File: src/rtl/fdd_head_tracker.sv
// Emulated floppy head position tracker for four units. Synchronises the
// gated drive-bus controls, keeps a saturating cylinder counter per unit,
// drives per-unit track-0 lines and posts settled-position events to the
// microcontroller over a level req/ack handshake.
module fdd_head_tracker #(
    parameter int unsigned MAX_TRACK     = 79,
    parameter int unsigned SETTLE_CYCLES = 48000,
    parameter int unsigned SETTLE_W      = 16
) (
    input  logic       xclk,
    input  logic       rst,
    input  logic [3:0] sel_n,
    input  logic       step_n,
    input  logic       dir_n,
    input  logic       side_n,
    output logic [3:0] trk0_n,
    output logic       trk_req,
    output logic [1:0] trk_drive,
    output logic [6:0] trk_num,
    output logic       trk_side,
    input  logic       trk_ack
);

    localparam logic [6:0]          MaxTrk     = 7'(MAX_TRACK);
    localparam logic [SETTLE_W-1:0] SettleLoad = SETTLE_W'(SETTLE_CYCLES - 1);

    typedef enum logic [0:0] {StIdle, StPresent} state_e;

    // Synchroniser stages and delayed copies for edge/change detection
    logic [3:0] sel_s1_q, sel_s1_d, sel_s2_q, sel_s2_d;
    logic [2:0] ctl_s1_q, ctl_s1_d, ctl_s2_q, ctl_s2_d;  // {side, dir, step}
    logic       step_dly_q, step_dly_d, side_dly_q, side_dly_d;

    // Per-unit state
    logic [3:0][6:0]          track_q, track_d;
    logic [3:0][SETTLE_W-1:0] settle_q, settle_d;
    logic [3:0]               armed_q, armed_d;
    logic [3:0]               side_q, side_d;
    logic [3:0]               pending_q, pending_d;

    // Event FSM and its registered outputs
    state_e     state_q;
    logic       trk_req_q;
    logic [1:0] trk_drive_q;
    logic [6:0] trk_num_q;
    logic       trk_side_q;

    logic       step_s, dir_s, side_s;
    logic       act_valid;
    logic [1:0] act_unit;
    logic       step_evt, side_evt;
    logic [3:0] pend_set, pend_clr;
    logic       pick_valid;
    logic [1:0] pick_unit;

    assign step_s = ctl_s2_q[0];
    assign dir_s  = ctl_s2_q[1];
    assign side_s = ctl_s2_q[2];

    // Next-state for synchronisers, track counters, settle timers and pending set
    always_comb begin
        sel_s1_d   = sel_n;
        sel_s2_d   = sel_s1_q;
        ctl_s1_d   = {side_n, dir_n, step_n};
        ctl_s2_d   = ctl_s1_q;
        step_dly_d = step_s;
        side_dly_d = side_s;

        act_valid = 1'b0;
        act_unit  = 2'd0;
        for (int i = 3; i >= 0; i--) begin
            if (!sel_s2_q[i]) begin
                act_valid = 1'b1;
                act_unit  = 2'(i);
            end
        end

        step_evt = act_valid && step_s && !step_dly_q;
        side_evt = act_valid && (side_s != side_dly_q);

        track_d  = track_q;
        settle_d = settle_q;
        armed_d  = armed_q;
        side_d   = side_q;
        pend_set = 4'b0000;

        // Armed timer that has reached zero posts exactly one event
        for (int i = 0; i < 4; i++) begin
            if (settle_q[i] != '0) begin
                settle_d[i] = settle_q[i] - 1'b1;
            end else if (armed_q[i]) begin
                pend_set[i] = 1'b1;
                armed_d[i]  = 1'b0;
            end
        end

        if (act_valid) begin
            side_d[act_unit] = ~side_s;
            if (step_evt) begin
                if (dir_s) begin
                    if (track_q[act_unit] != 7'd0) begin
                        track_d[act_unit] = track_q[act_unit] - 7'd1;
                    end
                end else if (track_q[act_unit] < MaxTrk) begin
                    track_d[act_unit] = track_q[act_unit] + 7'd1;
                end
            end
            // A new step or side change restarts the quiet period
            if (step_evt || side_evt) begin
                settle_d[act_unit] = SettleLoad;
                armed_d[act_unit]  = 1'b1;
                pend_set[act_unit] = 1'b0;
            end
        end
    end

    // Lowest pending unit is taken when the FSM is idle; a same-cycle set wins
    always_comb begin
        pick_valid = (state_q == StIdle) && (pending_q != 4'b0000);
        pick_unit  = 2'd0;
        for (int i = 3; i >= 0; i--) begin
            if (pending_q[i]) begin
                pick_unit = 2'(i);
            end
        end
        pend_clr = 4'b0000;
        if (pick_valid) begin
            pend_clr[pick_unit] = 1'b1;
        end
        pending_d = (pending_q & ~pend_clr) | pend_set;
    end

    // Datapath state registers
    always_ff @(posedge xclk or posedge rst) begin
        if (rst) begin
            sel_s1_q   <= 4'b1111;
            sel_s2_q   <= 4'b1111;
            ctl_s1_q   <= 3'b111;
            ctl_s2_q   <= 3'b111;
            step_dly_q <= 1'b1;
            side_dly_q <= 1'b1;
            track_q    <= '0;
            settle_q   <= '0;
            armed_q    <= 4'b0000;
            side_q     <= 4'b0000;
            pending_q  <= 4'b0000;
        end else begin
            sel_s1_q   <= sel_s1_d;
            sel_s2_q   <= sel_s2_d;
            ctl_s1_q   <= ctl_s1_d;
            ctl_s2_q   <= ctl_s2_d;
            step_dly_q <= step_dly_d;
            side_dly_q <= side_dly_d;
            track_q    <= track_d;
            settle_q   <= settle_d;
            armed_q    <= armed_d;
            side_q     <= side_d;
            pending_q  <= pending_d;
        end
    end

    // Event FSM: latch one pending unit, hold it until firmware acks
    always_ff @(posedge xclk or posedge rst) begin
        if (rst) begin
            state_q     <= StIdle;
            trk_req_q   <= 1'b0;
            trk_drive_q <= 2'd0;
            trk_num_q   <= 7'd0;
            trk_side_q  <= 1'b0;
        end else begin
            unique case (state_q)
                StIdle: begin
                    if (pick_valid) begin
                        trk_drive_q <= pick_unit;
                        trk_num_q   <= track_q[pick_unit];
                        trk_side_q  <= side_q[pick_unit];
                        trk_req_q   <= 1'b1;
                        state_q     <= StPresent;
                    end
                end
                StPresent: begin
                    if (trk_ack) begin
                        trk_req_q <= 1'b0;
                        state_q   <= StIdle;
                    end
                end
                default: state_q <= StIdle;
            endcase
        end
    end

    // Track-0 lines follow the registered counters directly
    always_comb begin
        for (int i = 0; i < 4; i++) begin
            trk0_n[i] = (track_q[i] != 7'd0);
        end
    end

    assign trk_req   = trk_req_q;
    assign trk_drive = trk_drive_q;
    assign trk_num   = trk_num_q;
    assign trk_side  = trk_side_q;

endmodule

File: config.mk
export PLATFORM = sky130hd
export DESIGN_NAME = fdd_head_tracker
export DESIGN_NICKNAME = d
export VERILOG_FILES = /design/src/rtl/fdd_head_tracker.sv
export SDC_FILE = /design/constraint.sdc
export NUM_CORES = 1
export LEC_CHECK = 0
export BUFFER_PORTS_ARGS = -buffer_cell sky130_fd_sc_hd__buf_2
export CELL_PAD_IN_SITES_DETAIL_PLACEMENT = 0
export CELL_PAD_IN_SITES_GLOBAL_PLACEMENT = 1
export CORE_ASPECT_RATIO = 1.5
export CORE_MARGIN = 3
export CORE_UTILIZATION = 40
export CTS_CLUSTER_SIZE = 40
export DETAILED_ROUTE_END_ITERATION = 6
export PLACE_DENSITY_LB_ADDON = 0.1
export SLEW_MARGIN = 40
export SYNTH_ARGS = -nofsm -noshare
export SYNTH_HDL_FRONTEND = slang
export SYNTH_SLANG_ARGS = --single-unit
File: constraint.sdc
create_clock -name xclk -period 4.2 [get_ports xclk]
set_input_delay 0.21 -clock xclk [delete_from_list [all_inputs] [get_ports xclk]]
set_output_delay 0.21 -clock xclk [all_outputs]
set_load 0.01 [all_outputs]
# Word level (Yosys, flattened, before mapping)
# Cells that the tools add are included.
dict set report word_totals {
  reg_bits 132
  in_bits 10
  elab_cells 131
}
dict set report op_classes {
  addsub 6
  n_lt_le_gt_ge 5
  eq_ne 4
  n_mux 61
  bitwise_logic 11
  reduce_logical 22
}
# operator count
set ops {}
lappend ops {{$mux W64} 2}
lappend ops {{$mux W28} 3}
lappend ops {{$mux W16} 5}
lappend ops {{$reduce_bool A16 Y1} 4}
lappend ops {{$sub A16 B1 Y16 const B} 4}
lappend ops {{$bwmux W28} 2}
lappend ops {{$or A52 B52 Y52} 1}
lappend ops {{$reduce_bool A7 Y1} 5}
lappend ops {{$demux W16 S2} 1}
lappend ops {{$bmux W7 S2} 2}
lappend ops {{$mux W1} 23}
lappend ops {{$mux W7} 3}
lappend ops {{$mux W4} 5}
lappend ops {{$mux W2} 8}
lappend ops {{$demux W7 S2} 1}
lappend ops {{$and A12 B12 Y12} 1}
lappend ops {{$not A12 Y12} 1}
lappend ops {{$and A4 B4 Y4} 2}
lappend ops {{$not A4 Y4} 2}
lappend ops {{$or A4 B4 Y4} 2}
lappend ops {{$add A7 B1 Y7 const B} 1}
lappend ops {{$lt A7 B7 Y1 const B} 1}
lappend ops {{$sub A7 B1 Y7 const B} 1}
lappend ops {{$logic_and A1 B1 Y1} 6}
lappend ops {{other kinds (16)} 23}

# Logic depth before layout (Yosys ltp)
# Gate-level depths: netlist of run 1.
dict set report logic_depth {
  word_depth 13
  depth_mapped 10
  mapped_depth_nobuf 9
}

# Worst setup path after synthesis of run 1
# No wires, ideal clock.
dict set report synth_path {
  path_type {register to register}
  startpoint {reg sel_s2_q[2]}
  endpoint {reg track_q[25] (netlist bit)}
  setup_time_ns 0.125
  arrival_time_ns 2.461
  t_required_ns 4.075
  setup_slack_ns 1.614
  stages_incl_launch_ff 10
  n_path_buf 2
  period_less_slack_ns 2.586
  cell_sequence {dfstp_2 buf_4 buf_6 nand3b_1 a31oi_2 nor2_2 or4_1 a211o_4 nand3_4 mux2_2}
}
dict set report synth_via {
  elab_chain_cells 10
  word_cells_on_any_way 27
}
# element line_no
set synth_rtl {}
lappend synth_rtl {{from (decl)} 30} ;# logic [3:0] sel_s1_q, sel_s1_d, sel_s2_q, sel_s2_d;
lappend synth_rtl {{from (signal assigned)} 149} ;# sel_s2_q <= sel_s2_d;
lappend synth_rtl {{parallel branches: the longest is 10 deep, another holds $add A7 B1 Y7} -}
lappend synth_rtl {{to (signal assigned)} 154} ;# track_q <= track_d;
lappend synth_rtl {{to (decl)} 35} ;# logic [3:0][6:0] track_q, track_d;
# Several ways; the timed one is not identified. The select of a mux whose other input is x is not followed.
# A chain may end at the register's enable or synchronous reset.

# Worst setup path in the final report of run 1
dict set report layout_path {
  startpoint {reg sel_s2_q[1]}
  endpoint {reg track_q[15] (netlist bit)}
}
dict set report layout_via {
  elab_chain_cells 9
  word_cells_on_any_way 25
}
# element
set layout_rtl {}
lappend layout_rtl {{parallel branches: the longest is 9 deep, another holds $add A7 B1 Y7}}
# Several ways; the timed one is not identified. The select of a mux whose other input is x is not followed.

==> summary.md, run 1 <==
| Metric | Value |
|---|---|
| Status | `finished, final reports clean` |
| Initial core utilization | `41.1%` |
| Number of max-cap violations | `0` |
| Period minus WS final | `2860 ps` |
| Cell area after synthesis | `between 6000 and 7000 sq um` |
| Average cell area after synthesis | `between 10 and 15 sq um` |
| Total track usage | `18.1%` |
| Fraction of layout cells with a size suffix above 1 | `19.2%` |
| ANT nets after route | `0` |
| Main synth FF type | `dfrtp_1` |
| Resized Gates After CTS | `0` |
| Post-synth net total | `612` |
| Clk slew on worst S/H paths | `60 ps` |
| Sequential-to-total area share from yosys stat | `51.5%` |
| 1st-iter DRT viols | `about 160` |
| Setup CP Type | `reg2reg` |
| CP Capture Type | `register` |
| Met2 Wirelength | `7440 microns` |
| # port buffers | `24` |
| GPL Wtd Cong | `0.869` |
| DRT Pass-1 Iters | `5` |
| Routed vias/inst | `between 5 and 6` |
| Synth warn | `0` |
| Slew margin rel. | `50.3%` |
| Least-Margin Pin Slew | `between 700 and 800 ps` |
| Dpl hpwl | `10,500 microns` |
| Largest cells by area after synthesis | `dfrtp_1, dfstp_2, xnor2_1` |
| Fin. max-slew vios | `0` |
| Nets | `651` |
| Unrepaired setup endpoints after global routing | `false` |
| Gate count after technology mapping | `around 590` |
| # hold bufs at CTS | `9` |
| Initial antenna violation count | `0` |
| Core ar. | `15,700 sq um` |
| Dominant cell type by area after synthesis | `dfrtp_1` |
| DR top layer | `met4` |
| Die Ht | `162 microns` |
| CP cell instances | `nand3_2, a21boi_0, nor2_2, or4_1, a211o_4, nand3_4, mux2_1` |
| Unique cell type count in the Yosys netlist | `between 60 and 70` |
| CP max stage delay | `740 ps` |
| CP max-delay cell | `dfstp_2` |
| Number of H-tree levels | `4` |
| First-pass GRT wire length | `24,400 microns` |
| Fmax | `350 MHz` |
| Total Power | `4140 uW` |
| DRT Wirelength | `14,700 microns` |
| Wire length on met3 | `392 microns` |
| Die width | `110 microns` |
| Fillers | `~1,500` |
| Worst EP arrival | `3160 ps` |
| Ports | `25` |
| Root buffer cell | `clkbuf_16` |
| CP startpoint kind | `register` |
| FFs w/ async S/R, synth | `100%` |
| Post-synthesis register bit count | `around 130` |
| Remaining global-route overflow | `0` |
| Avg WL per Cell | `17.3 microns` |
| FP Rows | `56` |
| DRC Markers | `0` |
| Vias post-DR | `around 4,500` |
| Max FO, Critical Path | `19` |
| Clock tree buffer depth | `2` |
| Post-CTS setup buffer count | `0` |
| Leakage | `0.00301 uW` |
| Diodes inserted | `0` |
| Final hold vios | `0` |
| PD cells | `556 nW/um^2` |
| CTS Buf Count | `17` |
| Largest net degree at the start of global routing | `63` |
| Vias in the first global route | `4,541` |
| Final setup fails | `0` |
| WP data required | `4500 ps` |
| Area share of the largest cell type after synthesis | `between 40% and 50%` |
| CTS tree | `done` |
| Worst vdd ir | `0.211 mV` |
| Worst skew pair latency | `420 ps` |
| Clock Skew | `roughly 7.5 ps` |
| DRT met1 WL | `between 6000 and 7000 microns` |
| P&R area growth vs syn | `15.5%` |
| Die area | `approximately 18,000 sq um` |
| Setup TNS | `0 ps` |
| CTS Sinks | `approximately 130` |
| Worst Hold Class | `reg2reg` |
| Crit share post-route | `68.1%` |
| Post-synth EDFFs | `0` |
worst paths after layout:
kind / from / endpoint / slack (ps) / cells after the start
min reg2reg: ctl_s1_q[1] / ctl_s2_q[1] / 360 / 0
max reg2reg: sel_s2_q[1] / track_q[15] / 1340 / 7
min: ctl_s1_q[1] / ctl_s2_q[1] / 360 / 0
max in group asynchronous: rst / track_q[1] / 2890 / 4
min in group asynchronous: rst / armed_q[0] / 410 / 3
max: sel_s2_q[1] / track_q[15] / 1340 / 7
state kept, by name, indices dropped and copies added (netlist names), 2 cells and up, named ones only:
register   count
armed_q        4
ctl_s1_q       3
ctl_s2_q       3
pending_q      4
sel_s1_q       4
sel_s2_q       4
settle_q      64
side_q         4
track_q       24
trk_drive      2
trk_num        7
through the flow:
step           hold slack, ps  cell area, sq um  util (%)  instances  worst slack [ps]
6_report                  356              7450      47.5        848              1340
5_1_grt                   361              7450      47.5        848              1130
4_1_cts                   358              7440      47.4        847              1290
3_5_place_dp              317              6770      43.2        806              1300
3_3_place_gp              315              6760      43.1        806              1370
2_1_floorplan             214              6450         -        593               490
layer usage:
layer,global-route usage [%],vias to the layer above
met5,0,-
met1,22.6,2178
met4,7.94,0
met3,3.76,27
met2,29.9,85
li1,-,2170
power by group:
group / switching (uW) / internal (uW)
Sequential: 330 / 1530
Combinational: 431 / 399
Clock: 543 / 913
Total: 1300 / 2840
cells in the final DEF (no fill, tap or decap), types with 18 or more instances in the layout:
| cell type | netlist | routed |
|---|---|---|
| nor4_1 | 21 | 21 |
| nand2_1 | 70 | 70 |
| a21oi_1 | 21 | 20 |
| xor2_1 | 18 | 18 |
| dfrtp_1 | 116 | 116 |
| xnor2_1 | 31 | 31 |
| o21ai_0 | 18 | 18 |
| buf_2 | 1 | 24 |
| nor2_1 | 50 | 49 |
layout make-up:
type / instances / area (sq um) / area share, %
Clock buffer: 22 / 474 / 6.36
Clock inverter: 10 / 105 / 1.41
Inverter: 19 / 76.3 / 1.02
Multi-Input combinational cell: 426 / 2990 / 40.1
Sequential cell: 132 / 3320 / 44.6
Tap cell: 203 / 254 / 3.41
Timing Repair Buffer: 36 / 230 / 3.09
worst max-delay path: cells and delay by family, from the launching register on:
kind	cells	cell delay, ps
and+or+nand+nor	4	940
DFF	1	740
AOI/OAI and AO/OA	2	720
muxes	1	340
synth_stat cells, drive strengths merged, types with 17 or more instances:
cell and count:
nor4 22, dfrtp 116, a21oi 21, o21ai 28, xnor2 31, nand2 71
nor3 17, nand3 24, mux2 36, nor2 51, inv 19, xor2 18
cells by family (layout without fill, tap and decap cells):
logic type / after synthesis / count (layout) / share of synthesized area, %
simple gates: 249 / 249 / 20.8
flops: 132 / 132 / 51.5
compound gates: 74 / 74 / 7.25
xor+xnor: 49 / 49 / 6.65
mux: 45 / 45 / 9.64
buf+inv: 35 / 87 / 2.40
fa+ha+maj: 9 / 9 / 1.74
Power figures use the tool's default switching activity.
==> inputs of run 2 (changes only) <==
ABC_AREA = 1   (was not set)
clock period = 3 ns   (was 4.2 ns; I/O delays follow)
==> summary.md, run 2 <==
| Metric | Value |
|---|---|
| Critical path's top delay family | `simple AND/OR/NAND/NOR gates` |
| CP Capture Type | `register` |
| WP data required | `3360 ps` |
| CP bufs+invs | `2` |
| Initial core utilization | `41.5%` |
| Unrepaired setup endpoints after global routing | `false` |
| Total track usage | `20.7%` |
| Post-synth net total | `938` |
| P&R area growth vs syn | `17.3%` |
| Fraction of layout cells with a size suffix above 1 | `11.7%` |
| Setup TNS | `0 ps` |
| Proportion of power drawn by the clock network | `34.3%` |
| Sequential-to-total area share from yosys stat | `a little under half` |
| Commonest non-fill, non-tap cell in the layout | `nand2_1` |
| Nets | `996` |
| Setup CP Type | `reg2reg` |
| Worst skew pair latency | `420 ps` |
| Die Ht | `168 microns` |
| Post-CTS setup buffer count | `0` |
| CTS Buf Count | `17` |
| Cell area after synthesis | `7040 sq um` |
| Initial antenna violation count | `0` |
| Area share of the largest cell type after synthesis | `41.2%` |
| DRT Pass-1 Iters | `5` |
| Core Util, Final | `48.6%` |
| Routed vias/inst | `approximately 5.1` |
| Average cell area after synthesis | `7.66 sq um` |
| Gate count after technology mapping | `919` |
| Synth warn | `0` |
| Worst Hold Class | `reg2reg` |
| Final hold vios | `0` |
| Comb pwr share | `26.5%` |
| Internal power | `between 4000 and 5000 uW` |
| Most flops, register | `settle_q` |
| Slew margin rel. | `57.1%` |
| Root buffer cell | `clkbuf_16` |
| Crit share post-route | `82.3%` |
| Fmax | `405 MHz` |
| Unique cell type count in the Yosys netlist | `42` |
| CP max stage delay | `580 ps` |
| DRT Wirelength | `19,100 microns` |
| Fillers | `1,751` |
| Worst hold slack | `about 360 ps` |
| Ports | `25` |
| Main synth FF type | `dfrtp_1` |
| Most frequent CP cell | `nand2_1` |
| Remaining global-route overflow | `0` |
| Dominant cell type by area after synthesis | `dfrtp_1` |
| Largest net degree at the start of global routing | `88` |
| Reg power frac | `39.2%` |
| CP max-delay cell | `dfstp_2` |
| Largest cells by area after synthesis | `dfrtp_1, nand2_1, nor2_1` |
| CTS tree | `done` |
| DRC Markers | `0` |
| # hold bufs at CTS | `9` |
| Final setup fails | `0` |
| CP startpoint kind | `register` |
| Dpl hpwl | `14,200 microns` |
| Diodes inserted | `0` |
| Clk slew on worst S/H paths | `60 ps` |
| Worst vdd ir | `~0.56 mV` |
| Fin. max-slew vios | `0` |
| Die area | `19,300 sq um` |
| Max FO, Critical Path | `7` |
| ANT nets after route | `0` |
| Sw Share | `35.8%` |
| Vias in the first global route | `6,216` |
| Commonest non-fill, non-tap cells in the layout | `nand2_1, nor2_1, inv_1, dfrtp_1, nand3_1` |
| Status | `finished, final reports clean` |
| Post-synth EDFFs | `0` |
| Die width | `between 100 and 150 microns` |
| # port buffers | `24` |
| Resized Gates After CTS | `0` |
| FFs w/ async S/R, synth | `between 90% and 100%` |
| Period minus WS final | `2470 ps` |
| FP Rows | `58` |
| GPL Wtd Cong | `slightly below 0.9` |
| 1st-iter DRT viols | `342` |
| Clock tree buffer depth | `2` |
| Commonest cells post-synth | `nand2_1, nor2_1, inv_1` |
| Least-Margin Pin Slew | `roughly 640 ps` |
| PD cells | `834 nW/um^2` |
| Leakage | `between 0.003 and 0.004 uW` |
| Number of max-cap violations | `0` |
| Count leader, synth | `nand2_1` |
| Clock Skew | `around 9.4 ps` |
| Post-synthesis register bit count | `132` |
| Core ar. | `17,000 sq um` |
| CP cell instances | `inv_1, nor2_1, nand3_1, o21ai_0, inv_1, nand2_1, ha_1, nand3_1, nor2_1, nand2_1, nand2_1, nor2_1, nor2_1, nand2_1, nand2_1` |
| Max reg flops | `between 60 and 70` |
| Number of H-tree levels | `4` |
| Avg WL per Cell | `16.0 microns` |
| CTS Sinks | `132` |
| Vias post-DR | `6,104` |
| Sw power | `~2500 uW` |
| Worst EP arrival | `2830 ps` |
| First-pass GRT wire length | `31,300 microns` |
[run 2: final timing paths]
check | from | endpoint | slack [ps] | cells past startpoint
worst max register to register | sel_s2_q[2] | track_q[20] | 530 | 15
worst max-delay path | sel_s2_q[2] | track_q[20] | 530 | 15
worst min register to register | ctl_s1_q[0] | ctl_s2_q[0] | 360 | 0
worst min-delay path | ctl_s1_q[0] | ctl_s2_q[0] | 360 | 0
min in group asynchronous | rst | settle_q[33] | 410 | 4
max in group asynchronous | rst | settle_q[50] | 2100 | 4
[run 2: power by group through the flow]
stage                     sequential [uW]  combinational, uW  clock, uW
final                                2700               1830       2360
after global routing                 2740               2100       2480
after CTS                            2690               1850       2400
after detailed placement             2710               1830          0
after global placement               2720               1830          0
after floorplan                      2580               1260          0
[run 2: per-stage QoR]
step	power [uW]	worst slack (ps)	instances	area, sq um
after floorplan	3840	917	919	7040
after global placement	4550	587	1159	7500
after detailed placement	4550	550	1159	7500
after CTS	6940	546	1200	8250
after global routing	7320	164	1200	8250
final	6890	531	1200	8250
[run 2: cell type report]
class	count	area, sq um	share of cell area, %
tap	210	263	3.18
sequential	132	3320	40.3
timing repair buffer	47	328	3.97
clock buffer	18	439	5.32
multi-input combinational	657	3210	38.9
inverter	122	463	5.61
clock inverter	14	225	2.73
[run 2: cells by family (layout without fill, tap and decap cells)]
logic type,count (synthesis),in the layout,synth area share (%)
AOI/OAI and AO/OA,117,117,9.56
and+or+nand+nor,510,510,31.8
adders and majority gates,9,9,1.60
buffers and inverters,130,201,7.23
DFF,132,132,47.2
xor gates and xnor gates,21,21,2.61
[run 2: routing by layer]
metal	vias up	part of all wire, %	GRT usage, %
li1	3102	-	-
met1	2848	41	24.2
met2	117	52	37.2
met3	37	3.6	3.79
met4	0	3.0	8.06
met5	-	0	0
==> inputs of run 3 (changes only) <==
clock period = 2.1 ns   (was 3 ns; I/O delays follow)
==> summary.md, run 3 (synthesized netlist as in run 2, its figures left out) <==
| Metric | Value |
|---|---|
| Status | `finished with violations` |
| Failing checks | `negative setup slack` |
| CTS tree | `done` |
| CP max stage delay | `around 630 ps` |
| Most frequent CP cell | `nand2_1` |
| Worst EP arrival | `2590 ps` |
| Final Non-Filler Cells | `1,273` |
| Vias in the first global route | `6,622` |
| Leakage | `0.00429 uW` |
| Ports | `25` |
| Initial core utilization | `between 40% and 50%` |
| CTS Sinks | `132` |
| Register Area | `3320 sq um` |
| Avg WL per Cell | `15.5 microns` |
| Root buffer cell | `clkbuf_16` |
| DRT Wirelength | `approximately 20,000 microns` |
| Die width | `114 microns` |
| DRT met1 WL | `8000 microns` |
| Worst Hold Class | `in2async` |
| DR top layer | `met4` |
| Wire length on met3 | `713 microns` |
| Final worst setup slack | `-130 ps` |
| Die area | `19,300 sq um` |
| Crit share post-route | `106%` |
| ANT nets after route | `0` |
| Die Ht | `168 microns` |
| CP cell instances | `nand2_4, nor2_4, buf_4, nand2_1, nand2_2, inv_2, nand2_4, ha_4, buf_4, nand4_1, nand2_1, xor2_1, buf_4, nand2_1, nand2_1` |
| R2R Path End | `track_q[25]` |
| Worst skew pair latency | `420 ps` |
| Worst vdd ir | `0.582 mV` |
| Setup CP Type | `reg2reg` |
| PD cells | `roughly 1100 nW/um^2` |
| Unrepaired setup endpoints after global routing | `true` |
| 1st-iter DRT viols | `411` |
| Fin. max-slew vios | `0` |
| Remaining global-route overflow | `0` |
| Initial antenna violation count | `0` |
| Worst R2R Start | `sel_s2_q[0]` |
| Clock Skew | `7.16 ps` |
| DRC Markers | `0` |
| Final setup fails | `28` |
| Core ar. | `17,000 sq um` |
| WP data required | `2460 ps` |
| Period minus WS final | `2230 ps` |
| Clock tree buffer depth | `2` |
| Dpl cells | `between 1,000 and 1,500` |
| # port buffers | `24` |
| Clk slew on worst S/H paths | `around 60 ps` |
| Max reg flops | `64` |
| GPL Wtd Cong | `~0.90` |
| Dpl hpwl | `~15,000 microns` |
| Total track usage | `21.3%` |
| CP max-delay cell | `dfstp_2` |
| P&R area growth vs syn | `30.3%` |
| Area of the multi-input gates | `between 3000 and 4000 sq um` |
| DRT Pass-1 Iters | `5` |
| Setup TNS | `-1490 ps` |
| Largest net degree at the start of global routing | `46` |
| Commonest non-fill, non-tap cells in the layout | `nand2_1, dfrtp_1, inv_1` |
| CP Capture Type | `register` |
| Nets | `about 1,100` |
| FP Rows | `58` |
| Commonest non-fill, non-tap cell in the layout | `nand2_1` |
| First-pass GRT wire length | `32,300 microns` |
| Final hold vios | `0` |
| Fraction of layout cells with a size suffix above 1 | `22.4%` |
| Met2 Wirelength | `10,300 microns` |
| Number of H-tree levels | `4` |
| CTS Buf Count | `17` |
| Worst reg-to-reg setup slack | `-130 ps` |
| Fillers | `1,682` |
| Max FO, Critical Path | `5` |
| Number of max-cap violations | `0` |
| Slew margin rel. | `65.7%` |
| Most flops, register | `settle_q` |
| Vias post-DR | `6,446` |
| Worst R2R Path Depth | `15` |
| Fmax | `448 MHz` |
| CP startpoint kind | `register` |
| Routed vias/inst | `5.06` |
| Least-Margin Pin Slew | `between 500 and 600 ps` |
| Diodes inserted | `0` |
## run 3: how the worst max path moves through the flow
stage,startpoint,endpoint,slack (ps),cells past startpoint
2_1_floorplan,sel_s2_q[0],track_q[6],20,15
3_3_place_gp,sel_s2_q[2],track_q[27],-110,15
3_5_place_dp,sel_s2_q[0],track_q[27],-130,14
4_1_cts,sel_s2_q[0],track_q[20],-60,14
5_1_grt,sel_s2_q[0],track_q[25],-240,15
6_report,sel_s2_q[0],track_q[25],-130,15
## run 3: cell type report
class,instances,area share [%]
Sequential cell,132,36.2
Timing Repair Buffer,120,10.4
Clock buffer,17,4.64
Tap cell,210,2.86
Inverter,122,5.11
Clock inverter,15,2.65
Multi-Input combinational cell,657,38.1
## run 3: power breakdown
group / leakage (uW) / internal (uW) / switching, uW
clock network: 0.000327 / 2150 / 1240
logic: 0.00248 / 1300 / 1890
registers: 0.00149 / 3200 / 619
total: 0.00429 / 6640 / 3750
## run 3: stage by stage
stage | hold slack, ps | total power, uW | setup slack (ps) | util, % | cell area, sq um
final | 236 | 10400 | -130 | 54.0 | 9180
after global routing | 248 | 11100 | -244 | 54.0 | 9180
after CTS | 233 | 10400 | -60.3 | 52.9 | 8980
after detailed placement | 143 | 6690 | -133 | 47.0 | 7990
after global placement | 142 | 6680 | -113 | 47.0 | 7990
after floorplan | 109 | 5490 | 17.3 | - | 7040
## run 3: per-layer routing
metal	GRT usage, %	vias up
met4	10.6	0
met5	0	-
met2	37.4	135
li1	-	3272
met1	24.8	2991
met3	3.76	48
## run 3: worst max-delay path: cells and delay by family, from the launching register on
| kind | cells | cell delay, ps |
|---|---|---|
| flip-flops | 1 | 630 |
| XOR/XNOR | 1 | 170 |
| adder cells (fa/ha/maj) | 1 | 160 |
| AND/OR/NAND/NOR | 9 | 770 |
| buffers and inverters | 4 | 440 |
## run 3: repair_timing
item / 4_1_cts / 5_1_grt
hold endpoints to repair: 22 / 0
buffers inserted: 8 / 3
endpoints found under the setup margin: 31 / 53
pin swaps: 16 / 20
resized for setup: 45 / 42
gates cloned: 1 / 1
hold buffers: 9 / 0
